`src/rtl/lsu_pkg.sv`:
```
// lsu_pkg: op bit indices, FIFO metadata entry and store strobe lookup
// shared by the LoongArch MEM-stage load/store unit.
package lsu_pkg;

  localparam int LD_W  = 0;
  localparam int LD_H  = 1;
  localparam int LD_B  = 2;
  localparam int LD_HU = 3;
  localparam int LD_BU = 4;

  localparam int ST_W = 0;
  localparam int ST_H = 1;
  localparam int ST_B = 2;

  // dest tag is kept beside this entry so its width can follow DEST_W
  typedef struct packed {
    logic       is_load;
    logic [4:0] load_op;
    logic [1:0] off;
    logic       kill;
  } meta_t;

  function automatic logic [3:0] wstrb_f(
    input logic [2:0] sop,
    input logic [1:0] off
  );
    logic [3:0] s;
    s = 4'b0000;
    unique case (1'b1)
      sop[ST_B]: s = 4'b0001 << off;
      sop[ST_H]: s = off[1] ? 4'b1100 : 4'b0011;
      sop[ST_W]: s = 4'b1111;
      default:   s = 4'b0000;
    endcase
    return s;
  endfunction

endpackage

```
`src/rtl/lsu_meta_fifo.sv`:
```
// lsu_meta_fifo: DEPTH-entry in-order metadata FIFO for outstanding
// memory requests, with a flush that marks every held entry as killed.
module lsu_meta_fifo
  import lsu_pkg::*;
#(
  parameter int DEPTH  = 2,
  parameter int DEST_W = 5,
  localparam int PW = (DEPTH > 1) ? $clog2(DEPTH) : 1,
  localparam int CW = $clog2(DEPTH + 1)
) (
  input  logic              clk,
  input  logic              resetn,
  input  logic              push_i,
  input  meta_t             push_meta_i,
  input  logic [DEST_W-1:0] push_dest_i,
  input  logic              pop_i,
  input  logic              kill_i,
  output meta_t             head_meta_o,
  output logic [DEST_W-1:0] head_dest_o,
  output logic              full_o,
  output logic              empty_o,
  output logic [CW-1:0]     count_o
);

  meta_t             meta_q [DEPTH];
  logic [DEST_W-1:0] dest_q [DEPTH];
  logic [PW-1:0]     wr_q;
  logic [PW-1:0]     rd_q;
  logic [CW-1:0]     cnt_q;
  logic              push_eff;
  logic              pop_eff;

  function automatic logic [PW-1:0] inc(input logic [PW-1:0] p);
    return (p == PW'(DEPTH - 1)) ? '0 : p + PW'(1);
  endfunction

  assign full_o   = (cnt_q == CW'(DEPTH));
  assign empty_o  = (cnt_q == '0);
  assign count_o  = cnt_q;
  assign push_eff = push_i & ~full_o;
  assign pop_eff  = pop_i & ~empty_o;

  assign head_meta_o = meta_q[rd_q];
  assign head_dest_o = dest_q[rd_q];

  always_ff @(posedge clk or negedge resetn) begin
    if (!resetn) begin
      wr_q  <= '0;
      rd_q  <= '0;
      cnt_q <= '0;
      for (int i = 0; i < DEPTH; i++) begin
        meta_q[i] <= '0;
        dest_q[i] <= '0;
      end
    end else begin
      // stale slots get killed too; a later push overwrites them
      if (kill_i) begin
        for (int i = 0; i < DEPTH; i++) begin
          meta_q[i].kill <= 1'b1;
        end
      end
      if (push_eff) begin
        meta_q[wr_q] <= push_meta_i;
        dest_q[wr_q] <= push_dest_i;
        wr_q         <= inc(wr_q);
      end
      if (pop_eff) begin
        rd_q <= inc(rd_q);
      end
      cnt_q <= cnt_q + CW'(push_eff) - CW'(pop_eff);
    end
  end

endmodule

```
`src/rtl/lsu_pipe.sv`:
```
// lsu_pipe: MEM-stage load/store unit, req/gnt memory port, in-order responses.
// Optional misaligned-access trap when LSU_ALIGN_CHECK_EN is defined.
module lsu_pipe
  import lsu_pkg::*;
#(
  parameter int ADDR_W    = 32,
  parameter int MAX_OUTST = 2,
  parameter int DEST_W    = 5
) (
  input  logic              clk,
  input  logic              resetn,
  input  logic              req_valid,
  output logic              req_ready,
  input  logic [4:0]        req_load_op,
  input  logic [2:0]        req_store_op,
  input  logic [ADDR_W-1:0] req_addr,
  input  logic [31:0]       req_wdata,
  input  logic [DEST_W-1:0] req_dest,
  input  logic              flush,
  output logic              stall,
  output logic              mem_req,
  input  logic              mem_gnt,
  output logic [ADDR_W-1:0] mem_addr,
  output logic              mem_we,
  output logic [3:0]        mem_wstrb,
  output logic [31:0]       mem_wdata,
  input  logic              mem_rvalid,
  input  logic [31:0]       mem_rdata,
  output logic              resp_valid,
  output logic              resp_we,
  output logic [DEST_W-1:0] resp_dest,
  output logic [31:0]       resp_data,
  output logic              resp_ale,
  output logic              err_spurious
);

  localparam int CW = $clog2(MAX_OUTST + 1);

  meta_t             head_meta;
  meta_t             push_meta;
  logic [DEST_W-1:0] head_dest;
  logic              full;
  logic              empty;
  logic [CW-1:0]     count;
  logic              is_load;
  logic              is_store;
  logic              push;
  logic              pop;
  logic              mis;
  logic              ale_acc;
  logic [1:0]        off;
  logic [31:0]       sh;
  logic [31:0]       ext;

  logic              resp_valid_q, resp_valid_d;
  logic              resp_we_q, resp_we_d;
  logic              resp_ale_q, resp_ale_d;
  logic [DEST_W-1:0] resp_dest_q, resp_dest_d;
  logic [31:0]       resp_data_q, resp_data_d;
  logic              err_q, err_d;

  assign off      = req_addr[1:0];
  assign is_load  = |req_load_op;
  assign is_store = |req_store_op;

`ifdef LSU_ALIGN_CHECK_EN
  assign mis = ((req_load_op[LD_W] | req_store_op[ST_W]) & (off != 2'b00))
             | ((req_load_op[LD_H] | req_load_op[LD_HU]
               | req_store_op[ST_H]) & off[0]);
  // trap only with nothing in flight, so its response slot is free
  assign ale_acc = req_valid & mis & ~flush
                 & (count == '0) & ~mem_rvalid;
`else
  logic unused_cnt;
  assign unused_cnt = ^count;
  assign mis        = 1'b0;
  assign ale_acc    = 1'b0;
`endif

  assign mem_req   = req_valid & ~full & ~flush & ~mis;
  assign push      = mem_req & mem_gnt;
  assign req_ready = push | ale_acc;
  assign stall     = req_valid & ~req_ready;
  assign pop       = mem_rvalid & ~empty;

  assign mem_addr  = {req_addr[ADDR_W-1:2], 2'b00};
  assign mem_we    = is_store;
  assign mem_wstrb = wstrb_f(req_store_op, off);

  always_comb begin
    mem_wdata = req_wdata;
    unique case (1'b1)
      req_store_op[ST_B]: mem_wdata = {4{req_wdata[7:0]}};
      req_store_op[ST_H]: mem_wdata = {2{req_wdata[15:0]}};
      default:            mem_wdata = req_wdata;
    endcase
  end

  assign push_meta = '{
    is_load: is_load,
    load_op: req_load_op,
    off:     off,
    kill:    1'b0
  };

  lsu_meta_fifo #(
    .DEPTH  (MAX_OUTST),
    .DEST_W (DEST_W)
  ) u_fifo (
    .clk         (clk),
    .resetn      (resetn),
    .push_i      (push),
    .push_meta_i (push_meta),
    .push_dest_i (req_dest),
    .pop_i       (pop),
    .kill_i      (flush),
    .head_meta_o (head_meta),
    .head_dest_o (head_dest),
    .full_o      (full),
    .empty_o     (empty),
    .count_o     (count)
  );

  // sub-word lanes land at bit 0; short halves see zeros above
  assign sh = mem_rdata >> {head_meta.off, 3'b000};

  always_comb begin
    ext = '0;
    unique case (1'b1)
      head_meta.load_op[LD_W]:  ext = mem_rdata;
      head_meta.load_op[LD_H]:  ext = {{16{sh[15]}}, sh[15:0]};
      head_meta.load_op[LD_B]:  ext = {{24{sh[7]}}, sh[7:0]};
      head_meta.load_op[LD_HU]: ext = {16'h0000, sh[15:0]};
      head_meta.load_op[LD_BU]: ext = {24'h000000, sh[7:0]};
      default:                  ext = '0;
    endcase
  end

  always_comb begin
    resp_valid_d = 1'b0;
    resp_we_d    = 1'b0;
    resp_ale_d   = 1'b0;
    resp_dest_d  = resp_dest_q;
    resp_data_d  = resp_data_q;
    err_d        = err_q | (mem_rvalid & empty);
    if (pop) begin
      resp_valid_d = ~(head_meta.kill | flush);
      resp_we_d    = head_meta.is_load;
      resp_dest_d  = head_dest;
      resp_data_d  = head_meta.is_load ? ext : '0;
    end else if (ale_acc) begin
      resp_valid_d = 1'b1;
      resp_ale_d   = 1'b1;
      resp_dest_d  = req_dest;
      resp_data_d  = '0;
    end
  end

  always_ff @(posedge clk or negedge resetn) begin
    if (!resetn) begin
      resp_valid_q <= 1'b0;
      resp_we_q    <= 1'b0;
      resp_ale_q   <= 1'b0;
      resp_dest_q  <= '0;
      resp_data_q  <= '0;
      err_q        <= 1'b0;
    end else begin
      resp_valid_q <= resp_valid_d;
      resp_we_q    <= resp_we_d;
      resp_ale_q   <= resp_ale_d;
      resp_dest_q  <= resp_dest_d;
      resp_data_q  <= resp_data_d;
      err_q        <= err_d;
    end
  end

  assign resp_valid   = resp_valid_q;
  assign resp_we      = resp_we_q;
  assign resp_ale     = resp_ale_q;
  assign resp_dest    = resp_dest_q;
  assign resp_data    = resp_data_q;
  assign err_spurious = err_q;

endmodule

```
`config.mk`:
```
export PLATFORM = sky130hd
export DESIGN_NAME = lsu_pipe
export DESIGN_NICKNAME = d
export VERILOG_FILES = /design/src/rtl/lsu_pkg.sv /design/src/rtl/lsu_meta_fifo.sv /design/src/rtl/lsu_pipe.sv
export SDC_FILE = /design/constraint.sdc
export NUM_CORES = 1
export LEC_CHECK = 0
export ABC_AREA = 1
export CAP_MARGIN = 20
export CORE_ASPECT_RATIO = 1.4
export CORE_UTILIZATION = 44
export DETAILED_ROUTE_END_ITERATION = 8
export PLACE_DENSITY = 0.86
export SLEW_MARGIN = 40
export SYNTH_ARGS = -nofsm -noshare
export SYNTH_HDL_FRONTEND = slang
export SYNTH_SLANG_ARGS = --single-unit
export TNS_END_PERCENT = 1
```
`constraint.sdc`:
```
create_clock -name clk -period 2.8 [get_ports clk]
set_clock_uncertainty 0.05 [all_clocks]
set_input_delay 0.28 -clock clk [delete_from_list [all_inputs] [get_ports clk]]
set_output_delay 0.28 -clock clk [all_outputs]
set_load 0.1 [all_outputs]
```
==> reports/metrics.csv, run 1 <==
stage;metric;value;unit
finish;nets;888;
synth;synth_area_leaders;dfrtp_1 40%, nand2_1 22%, buf_4 7.0%;
grt;grt_pass1_vias;4714;
job;maxCapViolCount;0;
route;first_pass_iters;5;
sta;hold_ws;383.5;ps
synth;yosysMostFrequentCell;nand2_1;
setup_path;critPathCapture;resp_data[18];
grt;met3_usage;6.436;%
synth;syn_area;4513;um2
floorplan;core_area;9953;um2
setup_path;crit_path_start_kind;flop;
hold_path;hold_class;input pin to asynchronous set/reset pin;
grt;grt_pass1_wl;21.85;mm
power;p_leak;3.285;nW
clock_tree;path_clk_slew;60;ps
grt;grt.busiest_layer;met2;
sta;fmax;448.1;MHz
floorplan;fp.dieW;87.60;um
synth;synth-main-ff-cell;dfrtp_1;
synth;yosys_register_bits;72;
clock_tree;cts_sinks;72;
synth;avgSynthCellArea;6.965;um2
sta;finalSetupTns;0;ps
route;ant_nets;0;
setup_path;r2r_cells;11;
clock_tree;numCtsBuffers;9;
clock_tree;insertion_delay;330;ps
sta;rsz0062_at_grt;false;
finish;utilization;64.59;%
synth;synthCells;648;
setup_path;r2r_end;resp_data[18];
setup_path;cp-end-kind;flop;
finish;syn2layout_area_growth;42.45;%
clock_tree;holdBufCountCts;1;
finish;fin_cells;909;
synth;synth_area_leader_cell;dfrtp_1;
floorplan;rows;43;
synth;synth-edff-count;0;
clock_tree;cts_buffer_depth;2;
sta;relSlewSlack;54.29;%
sta;period_share;79.70;%
grt;antenna_found_initial;0;
floorplan;initial_core_util;45.34;%
grt;grt_max_degree;40;
grt;grtUsageMet2;49.61;%
floorplan;ios;228;
sta;tightest_slew;685.0;ps
grt;track_usage;27.02;%
route;wl_per_cell;15.19;um
clock_tree;cts_resized;0;
floorplan;die_area;10670;um2
finish;diodes;0;
setup_path;cp.arrival;2450;ps
setup_path;worstSetupPathType;flop to flop;
setup_path;rr_startpoint;u_fifo.rd_q;
clock_tree;htree_levels;3;
sta;fin_crit;2232;ps
clock_tree;cts-root-buf;clkbuf_16;
placement;placedCellCount;894;
synth;synthArstFlopShare;100.0;%
sta;setup_violations;0;
route;drc;0;
finish;drive_above_1_share;16.41;%
route;drtIter0Drc;330;
synth;yosys.area.top_type_share;39.92;%
placement;place_congestion;0.9378;
setup_path;crit_required;3020;ps
clock_tree;postCtsSetupBuffers;0;
synth;synth.top_cells.by_count;263 x nand2_1, 72 x dfrtp_1, 60 x o21ai_0, 57 x inv_1, 45 x nand3_1;
power;power.density;1334;nW/um2
grt;use_met1;27.38;%
synth;ys_types;34;
power;ir_worst_vdd;0.0004987;V
status;status;finished, final reports clean;
floorplan;dieHeight;121.8;um
setup_path;rrSetupSlack;570;ps
grt;overflow;0;
synth;yosysSeqAreaShare;39.92;%
setup_path;startpoint;u_fifo.rd_q;
setup_path;critPathMaxFanout;15;
sta;slew_viol_final;0;
placement;portBuffers;164;
route;route.detailed.vias_per_inst;5.259;
synth;yosys_warnings;0;
clock_tree;cts_tree;yes;
route;vias;4780;
sta;hold_violations;0;
route;wl;13.80;mm
placement;dp_hpwl;10.55;mm
==> worst min-delay path by stage <==
stage | slack, ps | to | start | cells past startpoint
final | 380 | u_fifo.dest_q[6] | resetn | 2
after global routing | 420 | u_fifo.dest_q[6] | resetn | 2
after CTS | 430 | err_spurious | err_spurious | 1
after detailed placement | 350 | u_fifo.dest_q[6] | resetn | 1
after global placement | 330 | u_fifo.dest_q[7] | resetn | 1
after floorplan | -70 | err_spurious | resetn | 0
==> final cells by class <==
cell class              count  area (um2)
clock buffers              11       232.7
clock inverters             3       68.82
fillers                   810        3525
inverters                  63       237.7
multi-input cells         448        2004
flip-flops and latches     72        1802
well taps                 135       168.9
repair buffers            177        1914
==> cells by family (layout without fill, tap and decap cells) <==
logic type      Yosys count  after routing  share of synthesized area (%)
other cells               1              3                        0.08309
simple gates            345            345                          30.91
flops                    72             72                          39.92
fa+ha+maj                 2              2                         0.5544
buf+inv                 130            254                          15.89
compound gates           94             94                          11.87
xor+xnor                  4              4                         0.7764
==> worst max-delay path, cell delays in order (launching register included) <==
cell and delay [ps]:
dfrtp_1 490, buf_4 260, nand2_1 140, nand2_1 270, nand2_1 100, nand3_2 90
nand3_2 210, nand2_4 220, inv_2 120, nand2_1 80, nand2_1 50, nand2_1 70
==> report_power, final <==
group / switching, mW / internal, mW / leakage, nW
logic: 4.20 / 1.41 / 2.26
clock network: 0.410 / 0.771 / 0.146
registers: 0.272 / 1.52 / 0.882
==> flip-flops by register name, summed over array words and instances, names as in the netlist <==
name / cells
u_fifo.rd_q: 1
u_fifo.count_o: 2
resp_data: 32
u_fifo.wr_q: 1
resp_valid: 1
resp_dest: 5
u_fifo.meta_q: 18
u_fifo.dest_q: 10
err_spurious: 1
resp_we: 1
==> per-layer routing <==
layer | up-vias | share of wire (%)
met2 | 296 | 52
met3 | 70 | 8.1
met1 | 2167 | 35
met4 | 0 | 4.8
met5 | - | 0
li1 | 2247 | -
==> cells in the final DEF (no fill, tap or decap), types with 3 or more instances in the layout <==
cell	n
nand3_1	45
inv_1	57
nand2_2	3
clkdlybuf4s50_1	83
a21oi_1	3
nor2_1	25
clkbuf_16	9
o21ai_2	5
inv_2	4
a31oi_1	7
o211ai_1	7
buf_4	63
o21ai_0	60
o22ai_1	8
buf_12	30
xor2_1	3
conb_1	3
nand2_1	263
dfrtp_1	72
==> through the flow <==
stage	setup slack [ps]	instance area [um2]	total power, mW
2_1_floorplan	-220.3	4523	6.270
3_3_place_gp	700.1	6115	7.197
3_5_place_dp	622.7	6115	7.321
4_1_cts	600.8	6426	8.549
5_1_grt	373.8	6429	9.052
6_report	568.4	6429	8.577
(Power assumes the default switching activity.)
==> run 2: changes to the inputs <==
CORE_UTILIZATION = 37   (was 44)
PLACE_DENSITY = 0.77   (was 0.86)
clock period = 1.9 ns   (was 2.8 ns; I/O delays follow)
==> run 2 against run 1 <==
  * Power increased by 49%
  * Cell area increased by 5.1%
  * Core utilization decreased by 7.7 points
  * Count of clock-buffer cells in the layout decreased by 1
  * Highest routed layer unchanged
==> reports/metrics.csv, run 2 (synthesized netlist as in run 1, its figures left out) <==
stage;metric;value;unit;change
clock_tree;insertion_delay;340;ps;about the same
setup_path;crit_buf_inv;3;;+1
finish;final_common_cell;nand2_1;;
clock_tree;cts_buffer_depth;2;;unchanged
route;route.detailed.vias_per_inst;4.919;;-6.5%
floorplan;dieHeight;132.7;um;+8.9%
finish;nets;904;;+1.8%
placement;portBuffers;164;;unchanged
power;ir_worst_vdd;0.0006754;V;+35%
setup_path;r2r_cells;11;;unchanged
sta;setup_violations;0;;unchanged
setup_path;crit_required;1660;ps;-1360 ps
placement;pre_cts_slack;59.34;ps;-563.3 ps
setup_path;critPathMaxFanout;11;;-4
sta;fmax;557.2;MHz;
power;p_leak;3.414;nW;+3.9%
grt;track_usage;22.61;%;-4.4 points
sta;worst_slack;105.3;ps;-463.1 ps
placement;dpl-instance-area;6445;um2;+5.4%
power;power.density;1893;nW/um2;+42%
setup_path;worstSetupPathType;flop to output port;;
sta;hold_violations;0;;unchanged
placement;place_congestion;0.8392;;-11%
route;first_pass_iters;5;;unchanged
route;ant_nets;0;;unchanged
clock_tree;numCtsBuffers;9;;unchanged
grt;grt_pass1_vias;4651;;-1.3%
clock_tree;cts_tree;yes;;
setup_path;critPathTopFamily;simple AND/OR/NAND/NOR gates;;
route;drc;0;;unchanged
setup_path;slowest_stage;dfrtp_1;;
route;vias;4619;;-3.4%
floorplan;rows;47;;+9.3%
setup_path;crit_path_start_kind;flop;;
hold_path;hold_class;input pin to output port;;
clock_tree;cts_sinks;72;;unchanged
finish;diodes;0;;unchanged
floorplan;initial_core_util;37.99;%;-7.4 points
clock_tree;htree_levels;3;;unchanged
hold_path;whs_path_depth;0;;
finish;drive_above_1_share;19.32;%;+2.9 points
finish;finalInstanceArea;6755;um2;+5.1%
clock_tree;path_clk_slew;60;ps;about the same
setup_path;cp-end-kind;output port;;
route;drtIter0Drc;202;;-39%
sta;slew_viol_final;0;;unchanged
clock_tree;cts-root-buf;clkbuf_16;;
power;p_total;12.79;mW;+49%
finish;largest_reg_flops;32;;unchanged
route;wl_per_cell;14.53;um;-4.3%
floorplan;fp.dieW;95.34;um;+8.8%
setup_path;critPathMaxStageDelay;380;ps;-110 ps
clock_tree;postCtsSetupBuffers;0;;unchanged
finish;syn2layout_area_growth;49.68;%;
grt;overflow;0;;unchanged
sta;period_share;94.46;%;
floorplan;die_area;12650;um2;+19%
setup_path;cp_cell_sequence;inv_2 -> o21ai_1 -> nor2_4 -> nand2_4 -> nand2_2 -> clkinvlp_4 -> buf_12;;
floorplan;core_area;11880;um2;+19%
setup_path;cp.arrival;1550;ps;-900 ps
sta;rsz0062_at_grt;false;;
grt;antenna_found_initial;0;;unchanged
sta;fin_crit;1795;ps;
floorplan;ios;228;;unchanged
status;status;finished, final reports clean;;
finish;final_cell_mix;261 x nand2_1, 83 x clkdlybuf4s50_1, 72 x dfrtp_1, 64 x buf_4, 54 x inv_1;;
grt;grt_pass1_wl;22.11;mm;+1.2%
setup_path;critical_path_depth;7;;-4
placement;dp_hpwl;10.47;mm;-0.74%
route;wl;13.64;mm;-1.2%
grt;grt_max_degree;73;;+83%
job;maxCapViolCount;0;;unchanged
## run 2: changes by cell type in the layout (fill, tap and decap cells not counted), moves of 2 or more
cell / previous run / this run
inv_6: 0 / 2
buf_12: 30 / 44
bufinv_16: 2 / 0
clkbuf_1: 2 / 0
nand2_1: 263 / 261
inv_1: 57 / 54
inv_4: 0 / 2
o21ai_1: 1 / 21
clkinvlp_4: 0 / 3
o21ai_0: 60 / 39
## run 2: what timing repair did
action | 4_1_cts | 5_1_grt
hold buffers | 1 | 0
endpoints found under the setup margin | 0 | 14
hold endpoints to repair | 72 | 0
gates resized for setup | 0 | 5
## run 2: layout make-up
type,instances,area [um2]
multi-input cells,448,2023
repair buffers,193,2207
inverters,63,250.2
fillers,1074,5124
well taps,147,183.9
flip-flops and latches,72,1802
clock buffers,10,239.0
clock inverters,6,50.05
## run 2: worst paths after layout
kind                                    end  slack (ps)         startpoint
max                                   stall         110  u_fifo.count_o[1]
min                            mem_addr[14]         330       req_addr[14]
max reg2reg                   resp_data[15]         160        u_fifo.rd_q
min reg2reg                    err_spurious         430       err_spurious
max in group asynchronous     resp_data[19]        1120             resetn
min in group asynchronous  u_fifo.dest_q[2]         370             resetn
## run 2: metal layers
layer	wire length [um]	vias to the layer above	track usage (%)
li1	-	2278	-
met1	4972	2106	24.07
met2	7178	190	40.08
met3	1032	45	6.207
met4	458	0	10.77
met5	0	-	0
## run 2: stage by stage
step	TNS, ps	instances	hold slack, ps	utilization (%)
floorplan	-3495	650	-155.6	-
global placement	0	922	190.6	54.26
detailed placement	0	922	196.4	54.26
CTS	0	939	330.7	56.77
global route	0	939	330.2	56.87
finish	0	939	330.0	56.87
## run 2: worst register-to-register path: stages, from the launching register on
cell and delay, ps:
dfrtp_1 450, buf_4 190, nand2_1 130, nand2_1 120, nand2_1 120, nand3_2 90
nand3_2 100, nand2_4 110, inv_4 120, nand2_1 60, nand2_1 60, nand2_1 50
## run 2: power breakdown
| part | total [mW] | internal, mW | switching, mW |
|---|---|---|---|
| sequential | 2.62 | 2.23 | 0.382 |
| clock | 1.63 | 0.937 | 0.693 |
| combinational | 8.54 | 2.38 | 6.16 |
